### src/rtl/hz_pkg.sv
// Shared stage indices, miss-FSM states and the redirect priority selector.
// Pure declarations; no timing or flow control of its own.
package hz_pkg;

    localparam int ST_IF  = 0;
    localparam int ST_ID  = 1;
    localparam int ST_EX  = 2;
    localparam int ST_MEM = 3;
    localparam int ST_WB  = 4;

    localparam int MAX_REDIR   = 8;
    localparam int REDIR_IDX_W = 3;

    typedef enum logic [1:0] {
        IDLE  = 2'd0,
        MISS  = 2'd1,
        DRAIN = 2'd2
    } miss_st_e;

    // Oldest instruction wins (highest stage); strict compare keeps the lower index on ties.
    function automatic logic [REDIR_IDX_W-1:0] prio_sel(
        input logic [MAX_REDIR-1:0]   vld,
        input logic [3*MAX_REDIR-1:0] stg
    );
        logic                   found;
        logic [2:0]             best;
        logic [REDIR_IDX_W-1:0] idx;
        found = 1'b0;
        best  = 3'd0;
        idx   = '0;
        for (int k = 0; k < MAX_REDIR; k++) begin
            if (vld[k] && (!found || (stg[3*k +: 3] > best))) begin
                found = 1'b1;
                best  = stg[3*k +: 3];
                idx   = REDIR_IDX_W'(k);
            end
        end
        return idx;
    endfunction

endpackage

### src/rtl/miss_tracker.sv
// Registered cache-miss tracker; busy asserts the same cycle a miss is seen.
// No backpressure: the fill's ready pulse is the only way out of MISS/DRAIN.
module miss_tracker
    import hz_pkg::*;
#(
    parameter bit EN_DRAIN = 1'b0
) (
    input  logic     clk,
    input  logic     rst_n,
    input  logic     i_req,
    input  logic     i_hit,
    input  logic     i_ready,
    input  logic     i_redir_acc,
    output miss_st_e o_state,
    output logic     o_busy,
    output logic     o_capture,
    output logic     o_drain_done
);

    miss_st_e r_state;
    miss_st_e w_state_nxt;
    logic     w_miss_now;

    assign w_miss_now = i_req & ~i_hit;

    always_ff @(posedge clk) begin
        if (!rst_n) begin
            r_state <= IDLE;
        end else begin
            r_state <= w_state_nxt;
        end
    end

    always_comb begin
        w_state_nxt  = r_state;
        o_capture    = 1'b0;
        o_drain_done = 1'b0;
        case (r_state)
            IDLE: begin
                if (w_miss_now) begin
                    w_state_nxt = MISS;
                end
            end
            MISS: begin
                // A redirect coinciding with the fill return is issued live, so no DRAIN.
                if (i_ready) begin
                    w_state_nxt = IDLE;
                end else if (EN_DRAIN && i_redir_acc) begin
                    w_state_nxt = DRAIN;
                    o_capture   = 1'b1;
                end
            end
            DRAIN: begin
                if (i_ready) begin
                    w_state_nxt  = IDLE;
                    o_drain_done = 1'b1;
                end else if (i_redir_acc) begin
                    o_capture = 1'b1;
                end
            end
            default: begin
                w_state_nxt = IDLE;
            end
        endcase
    end

    assign o_state = r_state;
    assign o_busy  = (r_state != IDLE) | w_miss_now;

endmodule

### src/rtl/pipe_hazard_ctrl.sv
// Per-stage stall/bubble generation, redirect arbitration and I-fill redirect replay.
// Zero-latency combinational outputs; counters lag one cycle; held redirects wait for the pipe.
module pipe_hazard_ctrl
    import hz_pkg::*;
#(
    parameter int                    NSTAGE      = 5,
    parameter int                    XLEN        = 32,
    parameter int                    NREDIR      = 2,
    parameter logic [3*NREDIR-1:0]   REDIR_STAGE = {3'd2, 3'd1},
    parameter int                    LU_STAGE    = 1,
    parameter int                    CNT_W       = 32
) (
    input  logic                   clk,
    input  logic                   rst_n,
    input  logic [NREDIR-1:0]      redir_valid_i,
    input  logic [NREDIR*XLEN-1:0] redir_pc_i,
    input  logic                   load_use_i,
    input  logic                   if_req_i,
    input  logic                   icache_hit_i,
    input  logic                   ic_ready_i,
    input  logic                   ex_req_i,
    input  logic                   dcache_hit_i,
    input  logic                   dc_ready_i,
    input  logic                   wait_i,
    output logic [NSTAGE-1:0]      stall_o,
    output logic [NSTAGE-1:0]      bubble_o,
    output logic                   jump_flag_o,
    output logic [XLEN-1:0]        jump_pc_o,
    output logic                   ic_drop_o,
    output logic [CNT_W-1:0]       stall_cnt_o,
    output logic [CNT_W-1:0]       redir_cnt_o
);

    miss_st_e w_ic_state;
    miss_st_e w_dc_state;
    logic     w_ic_busy;
    logic     w_dc_busy;
    logic     w_ic_cap;
    logic     w_ic_drain_done;
    logic     w_dc_cap_unused;
    logic     w_dc_done_unused;

    logic [REDIR_IDX_W-1:0] w_win_idx;
    logic [2:0]             w_win_stg;
    logic [XLEN-1:0]        w_win_tgt;
    logic                   w_any_redir;
    logic                   w_blocked;
    logic                   w_acc;
    logic                   w_live_jump;
    logic                   w_freeze;

    logic [NSTAGE-1:0] w_stall_base;
    logic [NSTAGE-1:0] w_stall;
    logic [NSTAGE-1:0] w_bubble;
    logic              w_jump;
    logic [XLEN-1:0]   w_jump_pc;

    logic [XLEN-1:0]  r_pend_pc;
    logic [CNT_W-1:0] r_stall_cnt;
    logic [CNT_W-1:0] r_redir_cnt;

    miss_tracker #(.EN_DRAIN(1'b1)) u_ic_trk (
        .clk          (clk),
        .rst_n        (rst_n),
        .i_req        (if_req_i),
        .i_hit        (icache_hit_i),
        .i_ready      (ic_ready_i),
        .i_redir_acc  (w_acc),
        .o_state      (w_ic_state),
        .o_busy       (w_ic_busy),
        .o_capture    (w_ic_cap),
        .o_drain_done (w_ic_drain_done)
    );

    miss_tracker #(.EN_DRAIN(1'b0)) u_dc_trk (
        .clk          (clk),
        .rst_n        (rst_n),
        .i_req        (ex_req_i),
        .i_hit        (dcache_hit_i),
        .i_ready      (dc_ready_i),
        .i_redir_acc  (1'b0),
        .o_state      (w_dc_state),
        .o_busy       (w_dc_busy),
        .o_capture    (w_dc_cap_unused),
        .o_drain_done (w_dc_done_unused)
    );

    assign w_freeze    = wait_i | w_dc_busy;
    assign w_any_redir = |redir_valid_i;
    assign w_win_idx   = prio_sel(MAX_REDIR'(redir_valid_i), (3*MAX_REDIR)'(REDIR_STAGE));

    always_comb begin
        w_win_stg = 3'd0;
        w_win_tgt = '0;
        for (int k = 0; k < NREDIR; k++) begin
            if (REDIR_IDX_W'(k) == w_win_idx) begin
                w_win_stg = REDIR_STAGE[3*k +: 3];
                w_win_tgt = redir_pc_i[XLEN*k +: XLEN];
            end
        end
    end

    // I-busy is deliberately left out: a redirect may land while IF waits on a fill.
    always_comb begin
        w_stall_base = '0;
        if (w_freeze) begin
            w_stall_base = '1;
        end else if (load_use_i) begin
            for (int i = 0; i < LU_STAGE; i++) begin
                w_stall_base[i] = 1'b1;
            end
        end
    end

    always_comb begin
        w_blocked = 1'b0;
        for (int i = 0; i < NSTAGE; i++) begin
            if (i == int'(w_win_stg)) begin
                w_blocked = w_stall_base[i];
            end
        end
    end

    assign w_acc       = w_any_redir & ~w_blocked;
    assign w_live_jump = w_acc & ~w_ic_cap;

    always_comb begin
        w_stall = w_stall_base;
        if (w_ic_busy) begin
            w_stall[0] = 1'b1;
        end
    end

    always_comb begin
        w_bubble = '0;
        if (!w_freeze) begin
            if (load_use_i && !(w_acc && (int'(w_win_stg) > LU_STAGE))) begin
                w_bubble[LU_STAGE] = 1'b1;
            end
            if (w_acc) begin
                for (int i = 0; i < NSTAGE; i++) begin
                    if (i < int'(w_win_stg)) begin
                        w_bubble[i] = 1'b1;
                    end
                end
            end
        end
    end

    // A live redirect in the drain-return cycle is younger than pend_pc, so it takes precedence.
    always_comb begin
        w_jump    = w_live_jump | w_ic_drain_done;
        w_jump_pc = '0;
        if (w_live_jump) begin
            w_jump_pc = w_win_tgt;
        end else if (w_ic_drain_done) begin
            w_jump_pc = r_pend_pc;
        end
    end

    always_ff @(posedge clk) begin
        if (!rst_n) begin
            r_pend_pc   <= '0;
            r_stall_cnt <= '0;
            r_redir_cnt <= '0;
        end else begin
            if (w_ic_cap) begin
                r_pend_pc <= w_win_tgt;
            end
            if (w_stall[0] && (r_stall_cnt != '1)) begin
                r_stall_cnt <= r_stall_cnt + 1'b1;
            end
            if (w_acc && (r_redir_cnt != '1)) begin
                r_redir_cnt <= r_redir_cnt + 1'b1;
            end
        end
    end

    assign stall_o     = rst_n ? w_stall : '0;
    assign bubble_o    = rst_n ? w_bubble : '0;
    assign jump_flag_o = rst_n & w_jump;
    assign jump_pc_o   = rst_n ? w_jump_pc : '0;
    assign ic_drop_o   = rst_n & w_ic_drain_done;
    assign stall_cnt_o = r_stall_cnt;
    assign redir_cnt_o = r_redir_cnt;

endmodule
### config.mk
export PLATFORM = sky130hd
export DESIGN_NAME = pipe_hazard_ctrl
export DESIGN_NICKNAME = d
export VERILOG_FILES = /design/src/rtl/hz_pkg.sv /design/src/rtl/miss_tracker.sv /design/src/rtl/pipe_hazard_ctrl.sv
export SDC_FILE = /design/constraint.sdc
export NUM_CORES = 1
export LEC_CHECK = 0
export CAP_MARGIN = 30
export CORE_ASPECT_RATIO = 0.75
export CORE_UTILIZATION = 46
export DETAILED_ROUTE_END_ITERATION = 6
export HOLD_SLACK_MARGIN = 0.03
export MAX_ROUTING_LAYER = met4
export PLACE_DENSITY = 0.81
export RECOVER_POWER = 25
export SLEW_MARGIN = 30
export SYNTH_ARGS = -nofsm -noshare
export SYNTH_HDL_FRONTEND = slang
export SYNTH_SLANG_ARGS = --single-unit
### constraint.sdc
create_clock -name clk -period 2.68 [get_ports clk]
set_input_delay 0.268 -clock clk [delete_from_list [all_inputs] [get_ports clk]]
set_output_delay 0.268 -clock clk [all_outputs]
set_load 0.01 [all_outputs]
# Yosys cells after proc, flatten, opt, wreduce, memory -nomap -nowiden
# Index checks and enable logic that the tools add are counted.
# W data, S select, Z words.
dict set report classes {
  n_bitwise 14
  n_lt_le_gt_ge 7
  reduce_logical 19
  eq_ne 16
  muxes 42
  addsub 2
}
# op count
set ops {}
lappend ops {{$mux W32} 5}
lappend ops {{$add A32 B1 Y32 const B} 2}
lappend ops {{$ne A32 B32 Y1 const B} 2}
lappend ops {{$mux W1} 23}
lappend ops {{$mux W5} 4}
lappend ops {{$mux W2} 6}
lappend ops {{$eq A3 B3 Y1 const A} 3}
lappend ops {{$and A1 B1 Y1} 6}
lappend ops {{$logic_not A3 Y1} 2}
lappend ops {{$lt A1 B3 Y1 const A} 2}
lappend ops {{$lt A2 B3 Y1 const A} 2}
lappend ops {{$ne A2 B1 Y1 const B} 3}
lappend ops {{$pmux W2 S3} 1}
lappend ops {{$reduce_or A2 Y1} 3}
lappend ops {{$logic_and A1 B1 Y1} 5}
lappend ops {{$eq A2 B1 Y1 const B} 2}
lappend ops {{$eq A2 B2 Y1 const B} 2}
lappend ops {{$logic_not A2 Y1} 2}
lappend ops {{$mux W4} 1}
lappend ops {{$not A1 Y1} 4}
lappend ops {{$or A1 B1 Y1} 4}
lappend ops {{$pmux W2 S2} 1}
lappend ops {{$reduce_bool A2 Y1} 2}
lappend ops {{$eq A1 B3 Y1 const A} 1}
lappend ops {{11 further kinds} 12}
dict set report totals {
  inputBits 76
  out_inout_bits 108
  wordCells 105
  regBits 100
}

# Depth between registers and ports, before layout
# Gate-level depths: netlist of the first run.
dict set report logic_depth {
  depth_word 24
  ltp_mapped 8
  ltp_nobuf 7
}

# By module
# A second synthesis of the first run with hierarchy kept.
dict set report unflattened {
  hier_cells 703
  area_unflattened_um2 5647.9
}
# module cells_each area_per_inst_um2 instances seq_area_each_um2
set by_module_without_submodules {}
lappend by_module_without_submodules {pipe_hazard_ctrl 671 5376.4 1 1921.8}
lappend by_module_without_submodules {{miss_tracker (u_ic_trk)} 22 187.7 1 40.0}
lappend by_module_without_submodules {{miss_tracker (u_dc_trk)} 10 83.8 1 20.0}

# Worst setup path before layout of the first run
# OpenSTA, ideal clock, no wires.
dict set report synth_path {
  path_type {register to register}
  start {reg r_redir_cnt[0], in the netlist redir_cnt_o[0]}
  end {reg r_redir_cnt[1], in the netlist redir_cnt_o[1]}
  period_less_slack_ns 2.034
  path_stages_with_launch 9
  setup_slack_ns 0.646
  required_ns 2.552
  arrival_time_ns 1.906
  setup_time_ns 0.128
  n_path_buf 2
  cell_sequence {dfxtp_1 > ha_1 > nand4_2 > nor4_2 > a31o_2 > buf_4 > buf_6 > mux2i_1 > nor2_1}
}
dict set report synth_via {
  elab_chain_len 2
  word_cells_on_any_way 3
  cone_classes {add/sub: 1; eq/ne: 1; reduce/logical: 1}
}
# element line_no
set synth_lines {}
lappend synth_lines {{start: declaration} pipe_hazard_ctrl.sv:60} ;# logic [CNT_W-1:0] r_redir_cnt;
lappend synth_lines {{start signal: assignment} pipe_hazard_ctrl.sv:174} ;# r_redir_cnt <= r_redir_cnt + 1'b1;
lappend synth_lines {{parallel branches: the longest is 2 deep, another holds $add A32 B1 Y32} -}
# Several ways; the timed one is not identified.
# A chain may end at the register's enable or synchronous reset.

# Final worst setup path of the first run
dict set report layout_path {
  start {reg u_ic_trk.r_state[0], in the netlist u_ic_trk.o_state[0]}
  end {out jump_flag_o}
}
dict set report layout_via {
  elab_chain_len 7
  word_cells_on_any_way 9
  cone_classes {eq/ne: 2; mux: 2; bitwise: 4; reduce/logical: 1}
}
# element line_no
set layout_lines {}
lappend layout_lines {{start: declaration} miss_tracker.sv:20} ;# miss_st_e r_state;
lappend layout_lines {{start signal: assignment} miss_tracker.sv:30} ;# r_state <= w_state_nxt;
lappend layout_lines {{$eq A2 B1 Y1 or $eq A2 B2 Y1 (tied branches)} miss_tracker.sv:38} ;# case (r_state)
lappend layout_lines {{$reduce_or A2 Y1 (no source line)} -}
lappend layout_lines {{$mux W1} -}
lappend layout_lines {{$not A1 Y1} pipe_hazard_ctrl.sv:125} ;# assign w_live_jump = w_acc & ~w_ic_cap;
lappend layout_lines {{$and A1 B1 Y1} pipe_hazard_ctrl.sv:125}
lappend layout_lines {{$or A1 B1 Y1 *} pipe_hazard_ctrl.sv:152} ;# w_jump = w_live_jump | w_ic_drain_done;
lappend layout_lines {{$and A1 B1 Y1 *} pipe_hazard_ctrl.sv:181} ;# assign jump_flag_o = rst_n & w_jump;
lappend layout_lines {{end: declaration} pipe_hazard_ctrl.sv:27} ;# output logic jump_flag_o,
# Every way passes the cells marked *; elsewhere a longest branch is shown, timed or not.

==> results of run 1 <==
cells by family after synthesis:
| kind of cell | count (synthesis) | synth area share |
|---|---|---|
| DFF | 99 | 0.369 |
| buffers and inverters | 56 | 0.0512 |
| adders and majority gates | 5 | 0.0116 |
| AOI/OAI and AO/OA | 170 | 0.193 |
| and+or+nand+nor | 275 | 0.284 |
| muxes | 45 | 0.0840 |
| xor gates and xnor gates | 4 | 0.00652 |
| other | 1 | 0.000697 |
path summary, 6_finish.rpt:
check	start	depth (start not counted)	slack [ns]	endpoint
max	u_ic_trk.o_state[0]$_SDFFE_PN0P_	7	0.19	jump_flag_o
min	u_ic_trk.o_state[1]$_SDFFE_PN0P_	2	0.49	u_ic_trk.o_state[1]$_SDFFE_PN0P_
max reg2reg	redir_cnt_o[0]$_SDFFE_PN0P_	6	0.29	redir_cnt_o[25]$_SDFFE_PN0P_
min reg2reg	u_ic_trk.o_state[1]$_SDFFE_PN0P_	2	0.49	u_ic_trk.o_state[1]$_SDFFE_PN0P_
flip-flops by register name (all words and copies together), names as in the netlist:
signal	cells
stall_cnt_o	32
u_ic_trk.o_state	2
redir_cnt_o	32
u_dc_trk.o_state	1
r_pend_pc	32
metrics by stage:
stage	cells	utilization	hold WS, ns	setup WS (ns)	instance area, µm²
global route	965	0.691	0.507	0.0888	7710
floorplan	657	-	0.453	0.646	5380
global placement	950	0.654	0.466	0.138	7290
CTS	965	0.686	0.495	0.0190	7640
finish	965	0.691	0.495	0.194	7710
detailed placement	950	0.654	0.484	0.0906	7290
layout make-up:
type	instances	area (µm²)	share of cell area
multi-input combinational	502	3150	0.408
timing repair buffer	197	2010	0.261
sequential	99	1980	0.257
clock buffer	11	253	0.0328
tap	140	175	0.0227
clock inverter	4	97.6	0.0127
inverter	12	45.0	0.00584
worst register-to-register path, stage by stage, from the launching register on:
cell and delay (ns):
dfxtp_1 0.41, ha_1 0.24, nand4_2 0.15, nor4_2 0.40, a31o_2 0.72, nor4_1 0.18
mux2i_1 0.17
metal layers:
metal,vias to the layer above,part of all wire
met2,198,0.50
met4,0,0.011
li1,2754,-
met1,2623,0.43
met3,16,0.060
met5,-,0
cell usage in the layout, fill, tap and decap left out, drive strengths merged, types with 29 or more instances in the layout:
cell / instances
a21oi: 48
nand2: 77
a211oi: 32
mux2i: 44
o21ai: 52
dlygate4sd3: 49
clkdlybuf4s50: 98
nor2: 55
or4: 29
dfxtp: 99
cells in the mapped netlist (2+ instances only):
cell / count / area share
and4_1: 3 / 0.0049
nor4_2: 3 / 0.0070
a211oi_1: 32 / 0.045
nor2_1: 55 / 0.038
nand3b_1: 2 / 0.0028
or3_1: 19 / 0.022
nor4_4: 3 / 0.012
nand4_2: 3 / 0.0070
nand3_1: 24 / 0.022
or2_2: 2 / 0.0023
o21a_1: 4 / 0.0056
buf_1: 2 / 0.0014
o31ai_1: 28 / 0.039
clkbuf_1: 22 / 0.015
buf_6: 2 / 0.0042
and3_1: 2 / 0.0023
a21oi_1: 48 / 0.045
nand2_1: 77 / 0.054
o21ai_0: 42 / 0.039
xor2_1: 4 / 0.0065
buf_2: 7 / 0.0065
dfxtp_1: 99 / 0.37
nor3_1: 3 / 0.0028
inv_1: 12 / 0.0084
or4_1: 29 / 0.040
buf_4: 11 / 0.015
o31a_1: 2 / 0.0033
nand4_1: 21 / 0.024
nor4_1: 9 / 0.010
nand2b_1: 12 / 0.014
o21ai_1: 10 / 0.0093
mux2i_1: 44 / 0.082
ha_1: 5 / 0.012
what timing repair did:
| item | CTS | global route |
|---|---|---|
| pin swaps | 0 | 0 |
| buffers inserted | 0 | 0 |
| hold endpoints to repair | 0 | 0 |
| resized for setup | 5 | 30 |
| hold buffers | 0 | 0 |
| setup endpoints to repair | 20 | 28 |
power breakdown:
group	switching (mW)	total (mW)	leakage (nW)	internal, mW
logic	0.275	0.560	2.26	0.284
registers	0.0416	1.57	0.799	1.53
clock network	0.549	1.51	0.168	0.958
==> run metrics, run 1 <==
WL/cell=16.0 µm; post-CTS clock slew at the launch and capture registers of the worst setup and hold paths=0.06 ns; critical path, cell by cell=inv_1 > ha_1 > nand2b_4 > nand3_1 > buf_4 > nand2_1 > clkdlybuf4s50_1; RSZ-0062 raised after global routing=false; max cap viols=0; largest net degree at the start of global routing=65; share of post-route cells with drive strength above 1=0.0655; Power Dens Cells=472 nW/µm²; remaining design rule violation count=0; area of the die=12100 µm²; setup_tns=0 ns; type of destination of the critical path=primary output; Slew headroom=0.101; RePlAce Congestion=0.822; Syn-to-layout area delta=43.4%; die width=127 µm; post-route ant nets=0; number of enable-type register cells in the synthesized netlist=0; vias in the first global route=5248; number of standard-cell rows in the floorplan=33; number of register bits inferred by synthesis=99; latest clock arrival within the worst-skew pair=0.34 ns; die height=95.6 µm; post-synth cell types=47; Syn Std Cell Area=5380 µm²; met3 Resource Use GR=0.0584; predominant post-synthesis flop cell=dfxtp_1; hold crit path type=register to register; timing-limited maximum frequency=402 MHz; Core ar.=11100 µm²; cell type group with the largest total delay on the critical path=buffers and inverters; Post-DP HPWL=11300 µm; TritonCTS sink count=99; maximum clock insertion buffer count=2; critical-path cell with the highest stage delay=clkdlybuf4s50_1; crit path time final=2.49 ns; total setup violations reported at the end of the flow=0; Tot GR Track Use=0.262; Worst VDD drop=0.000328 V; # port buffers=180; initial standard-cell utilization of the core=0.482; arrival time reported for the critical path endpoint=2.22 ns; Crit path largest cell delay=0.54 ns; mean instance size in the synthesized netlist=8.21 µm²; final setup skew=0.0103 ns; mean number of vias per cell=5.79; net count reported at finish=902; run status=finished clean; vias=5591; most utilized layer in the global route result=met2; count of mapped cells out of synthesis=655; Setup CP Type=register to primary output; buffer cell driving the clock tree root=clkbuf_16; portion of the post-synthesis area used by sequential elements=0.369; maximum fanout along the worst path=12; Final Hold Viols=0; Diodes inserted=0; leakage=3.22 nW; Num CTS Buffers=9; wire length of the first global-routing pass=24900 µm; final slew viol count=0; global-route met1 utilization=0.303; Boundary Pins=184; buffering stage count on the worst path with inverters included=3; Power Total=3.64 mW; H-tree level count=3; layout filler cell count=873; CTS tree=done; grt ovf=0; Initial DRC Count=329; Async S/R FF share, synth=0; share of the clock period used by the worst path=0.928; number of antenna violations at the first check in global routing=0; met2 Resource Use GR=0.467; First-pass DRT Iterations=5; worst-margin pin slew=1.35 ns; critical path startpoint category=register; Yosys warning count=0; Total Routed Length=15500 µm; required time of the critical path=2.41 ns
Note: power is estimated with default switching activity, not from simulation.
==> inputs of run 2 (changes only) <==
--- a/config.mk
+++ b/config.mk
@@ -13,7 +13,6 @@
 export MAX_ROUTING_LAYER = met4
 export PLACE_DENSITY = 0.81
 export RECOVER_POWER = 25
-export SLEW_MARGIN = 30
 export SYNTH_ARGS = -nofsm -noshare
 export SYNTH_HDL_FRONTEND = slang
 export SYNTH_SLANG_ARGS = --single-unit
==> results of run 2 <==
The final DEF is identical to that of run 1; final timing and power are the same.
==> edit 1 (flow settings as in run 1) <==
Re-encode `miss_st_e` (3 values) as one-hot, 3 bits wide.
--- a/src/rtl/hz_pkg.sv
+++ b/src/rtl/hz_pkg.sv
@@ -12,8 +12,8 @@
     localparam int REDIR_IDX_W = 3;
 
-    typedef enum logic [1:0] {
-        IDLE  = 2'd0,
-        MISS  = 2'd1,
-        DRAIN = 2'd2
+    typedef enum logic [2:0] {
+        IDLE  = 3'b001,
+        MISS  = 3'b010,
+        DRAIN = 3'b100
     } miss_st_e;
 
Check against the original RTL: same outputs for any inputs over 10 cycles, from zero or initial values and one cycle with rst_n low; not proved beyond that.
==> edit 1 against run 1 <==
Clock power shrank 17%. Total power shrank 8.8%. Sequential cell count grew 2. Hold slack lost 0.018 ns. First-iteration DRC count grew 19%. Wire length grew 2.8%. Synthesized area grew 8.4%. Via count grew 4.8%. Global-route usage shrank 1.6 points. Worst setup slack lost 0.0047 ns. Design area grew 7.5%. Sequential share of layout area shrank 1.3 points. Critical path type unchanged. Critical endpoint is now stall_o[0]. Largest power group unchanged. Highest routed layer unchanged.
==> edit 1: results (changes against run 1) <==
* Status: complete, no violations
* Layout cells sized above 1 at 12.1% (+5.5 points)
* Static Leakage at 3.33 nW (+3.3%)
* DP Wirelength at 11300 um (-0.32%)
* Crit Reg-Reg Endpoint: redir_cnt_o[3]
* Buffer count from post-CTS setup fixing at 2 (+2)
* Power Combinational at 0.523 mW (-6.6%)
* Tmin final at 2.49 ns (+0.00467 ns)
* Adder-Cell Fraction of Synth Area at 0.429% (-0.73 points)
* Mean routed wirelength per cell at 15.0 um (-6.5%)
* Number of resized instances in the post-cts repair step at 9 (+4)
* Post-synthesis mux area share at 14.6% (+6.2 points)
* Global-route wire length before repair at 25700 um (+3.0%)
* Worst Max-Slew Pin Slew at 1.18 ns (-0.166 ns)
* Worst clock skew on the final layout at 0.00617 ns (-0.00408 ns)
* Depth of the worst hold-timing path at 1 (-1)
* Global-route met2 utilization at 37.1% (-9.6 points)
* R2r setup slk at 0.36 ns (+0.07 ns)
* Complex-gate fraction of the synthesized area at 13.1% (-6.2 points)
* Via count of the first global-routing pass at 5158 (-1.7%)
* Top cells by instance count after synthesis: 101 x dfxtp_1, 83 x nand2_1, 67 x a21oi_1
* Depth of the worst register-to-register path at 7 (+1)
* Routing usage on met1 at 34.2% (+3.9 points)
* Tightest hold margin at 0.477 ns (-0.0180 ns)
* Global-route met3 utilization at 4.49% (-1.4 points)
* Part of the Yosys area used for sequential elements at 34.7% (-2.2 points)
## edit 1: changes by cell type after synthesis, sizes merged, moves of 9 or more
cell	before	now
nand2b	12	21
a21oi	48	70
o21ai	52	21
nand3	26	55
mux2	1	32
a211oi	32	0
nand4	24	15
clkbuf	22	33
## edit 1: routing by layer
layer | up-vias | wire (um)
met2 | 213 | 7100
met4 | 0 | 174
li1 | 2936 | -
met5 | - | 0
met1 | 2699 | 7580
met3 | 12 | 1020
## edit 1: area by class of cell
cell class | count | area (um^2)
Sequential cell | 101 | 2020
Tap cell | 166 | 208
Multi-Input combinational cell | 557 | 3530
Clock inverter | 6 | 43.8
Inverter | 7 | 27.5
Clock buffer | 10 | 239
Timing Repair Buffer | 214 | 2210
Fill cell | 994 | 4020
## edit 1: critical path: stages (launching register included)
cell and delay [ns]:
dfxtp_1 0.47, nor3b_2 0.24, nand3b_1 0.20, nor2_1 0.22
buf_12 0.20, nor2_1 0.06, clkdlybuf4s50_1 0.49
==> edit 2 (config.mk and constraints of run 1) <==
Without the edit above. Set the parameter `NSTAGE` to 4 (it was 5).
--- a/src/rtl/pipe_hazard_ctrl.sv
+++ b/src/rtl/pipe_hazard_ctrl.sv
@@ -4,5 +4,5 @@
     import hz_pkg::*;
 #(
-    parameter int                    NSTAGE      = 5,
+    parameter int                    NSTAGE      = 4,
     parameter int                    XLEN        = 32,
     parameter int                    NREDIR      = 2,
Interface: changed (resized bubble_o and stall_o); port bits go from 184 to 182. No check against the original RTL was run, so the function may have changed too.
==> edit 2 against run 1 <==
Wire length decreased by 5.6%. Total power shrank 7.6%. Clock power is 21% lower. Synthesized area up 0.79%. Sequential cell count is the same. Core utilization is essentially flat. Design area increased by 0.41%. Worst setup slack got worse by 0.048 ns. Global-route usage shrank 1.3 points. First-iteration DRC count increased by 0.91%. Critical path type is now in -> out. Critical endpoint is now jump_pc_o[30].
==> edit 2: results (changes against run 1) <==
* Switch share at 26.6% (+2.8 points)
* CP startpoint: dcache_hit_i
* Global-route usage over all layers at 24.9% (-1.3 points)
* Largest net degree at the start of global routing at 94 (+45%)
* Part of the Yosys area used for sequential elements at 36.6% (-0.29 points)
* Via count of the first global-routing pass at 4809 (-8.4%)
* Post-Syn Area per Cell at 8.64 um^2 (+5.3%)
* Global-route met3 utilization at 6.00% (+0.17 points)
* Power of the clock network at 1.20 mW (-21%)
* Routability cong. at 0.858 (+4.3%)
* Met3 routed wirelength at 930 um (+1.1%)
* Hold endpoint: r_pend_pc[0]
* Number of cells after detailed placement at 941 (-0.95%)
* Worst endpoint data arrival time at 2.27 ns (+0.05 ns)
* Worst Setup EP: jump_pc_o[30]
* Static Leakage at 3.75 nW (+16%)
* Worst clock skew on the final layout at 0.00750 ns (-0.00275 ns)
* Power Combinational at 0.579 mW (+3%)
* Routing usage on met1 at 30.2% (-0.078 points)
* Top cells by instance count after synthesis: 99 x dfxtp_1, 85 x nand2_1, 56 x and2_1
* Tightest hold margin at 0.453 ns (-0.0411 ns)
* Global-route wire length before repair at 23300 um (-6.5%)
* Peak per-stage delay on the critical path at 0.56 ns (+0.02 ns)
* VDD IR max at 320 uV (-2.4%)
* Status: complete, no violations
* Internal power consumption at 2.46 mW (-11%)
* Via density per instance at 5.38 (-7.1%)
* R2r startpoint: stall_cnt_o[1]
* Met2 routed WL at 7200 um (-7.3%)
* Depth of the worst hold-timing path at 3 (+1)
* Top area cells in the synthesized netlist: dfxtp_1 37%, xnor2_1 6.8%, and2_1 6.5%
* Hold Startpoint: rst_n
* DP Wirelength at 10600 um (-6.8%)
* Synth top area share at 36.6% (-0.29 points)
* Final WL at 14600 um (-5.6%)
* Min-Delay Path Class: in -> reg
* Number of distinct standard cells referenced by the synthesized netlist at 52 (+11%)
* R2r setup slk at 0.50 ns (+0.21 ns)
* Buffers on Ports at 179 (-0.56%)
* Global-route met2 utilization at 41.4% (-5.4 points)
[edit 2: timing repair]
item / in CTS / in global routing
cloned: 0 / 0
endpoints found under the hold margin: 0 / 0
resized for setup: 14 / 18
endpoints found under the setup margin: 23 / 23
[edit 2: cell type report]
cell class	instances	area, um^2
clock inverters	6	41.3
well taps	157	196
clock buffers	10	229
fillers	900	3450
inverters	11	41.3
repair buffers	197	2000
multi-input cells	477	3250
flip-flops and latches	99	1980
[edit 2: logic make-up after synthesis]
kind of cell	synth area share (%)
compound gates	13.2
other cells	0.0692
flops	36.6
mux	6.47
buf+inv	4.20
simple gates	30.6
fa+ha+maj	1.15
xor+xnor	7.76
[edit 2: metrics by stage]
step	worst slack (ns)	instance area (um^2)
3_3_place_gp	-0.118	7420
6_report	0.146	7740
4_1_cts	0.0315	7690
3_5_place_dp	-0.0828	7420
5_1_grt	0.0299	7740
2_1_floorplan	0.617	5420
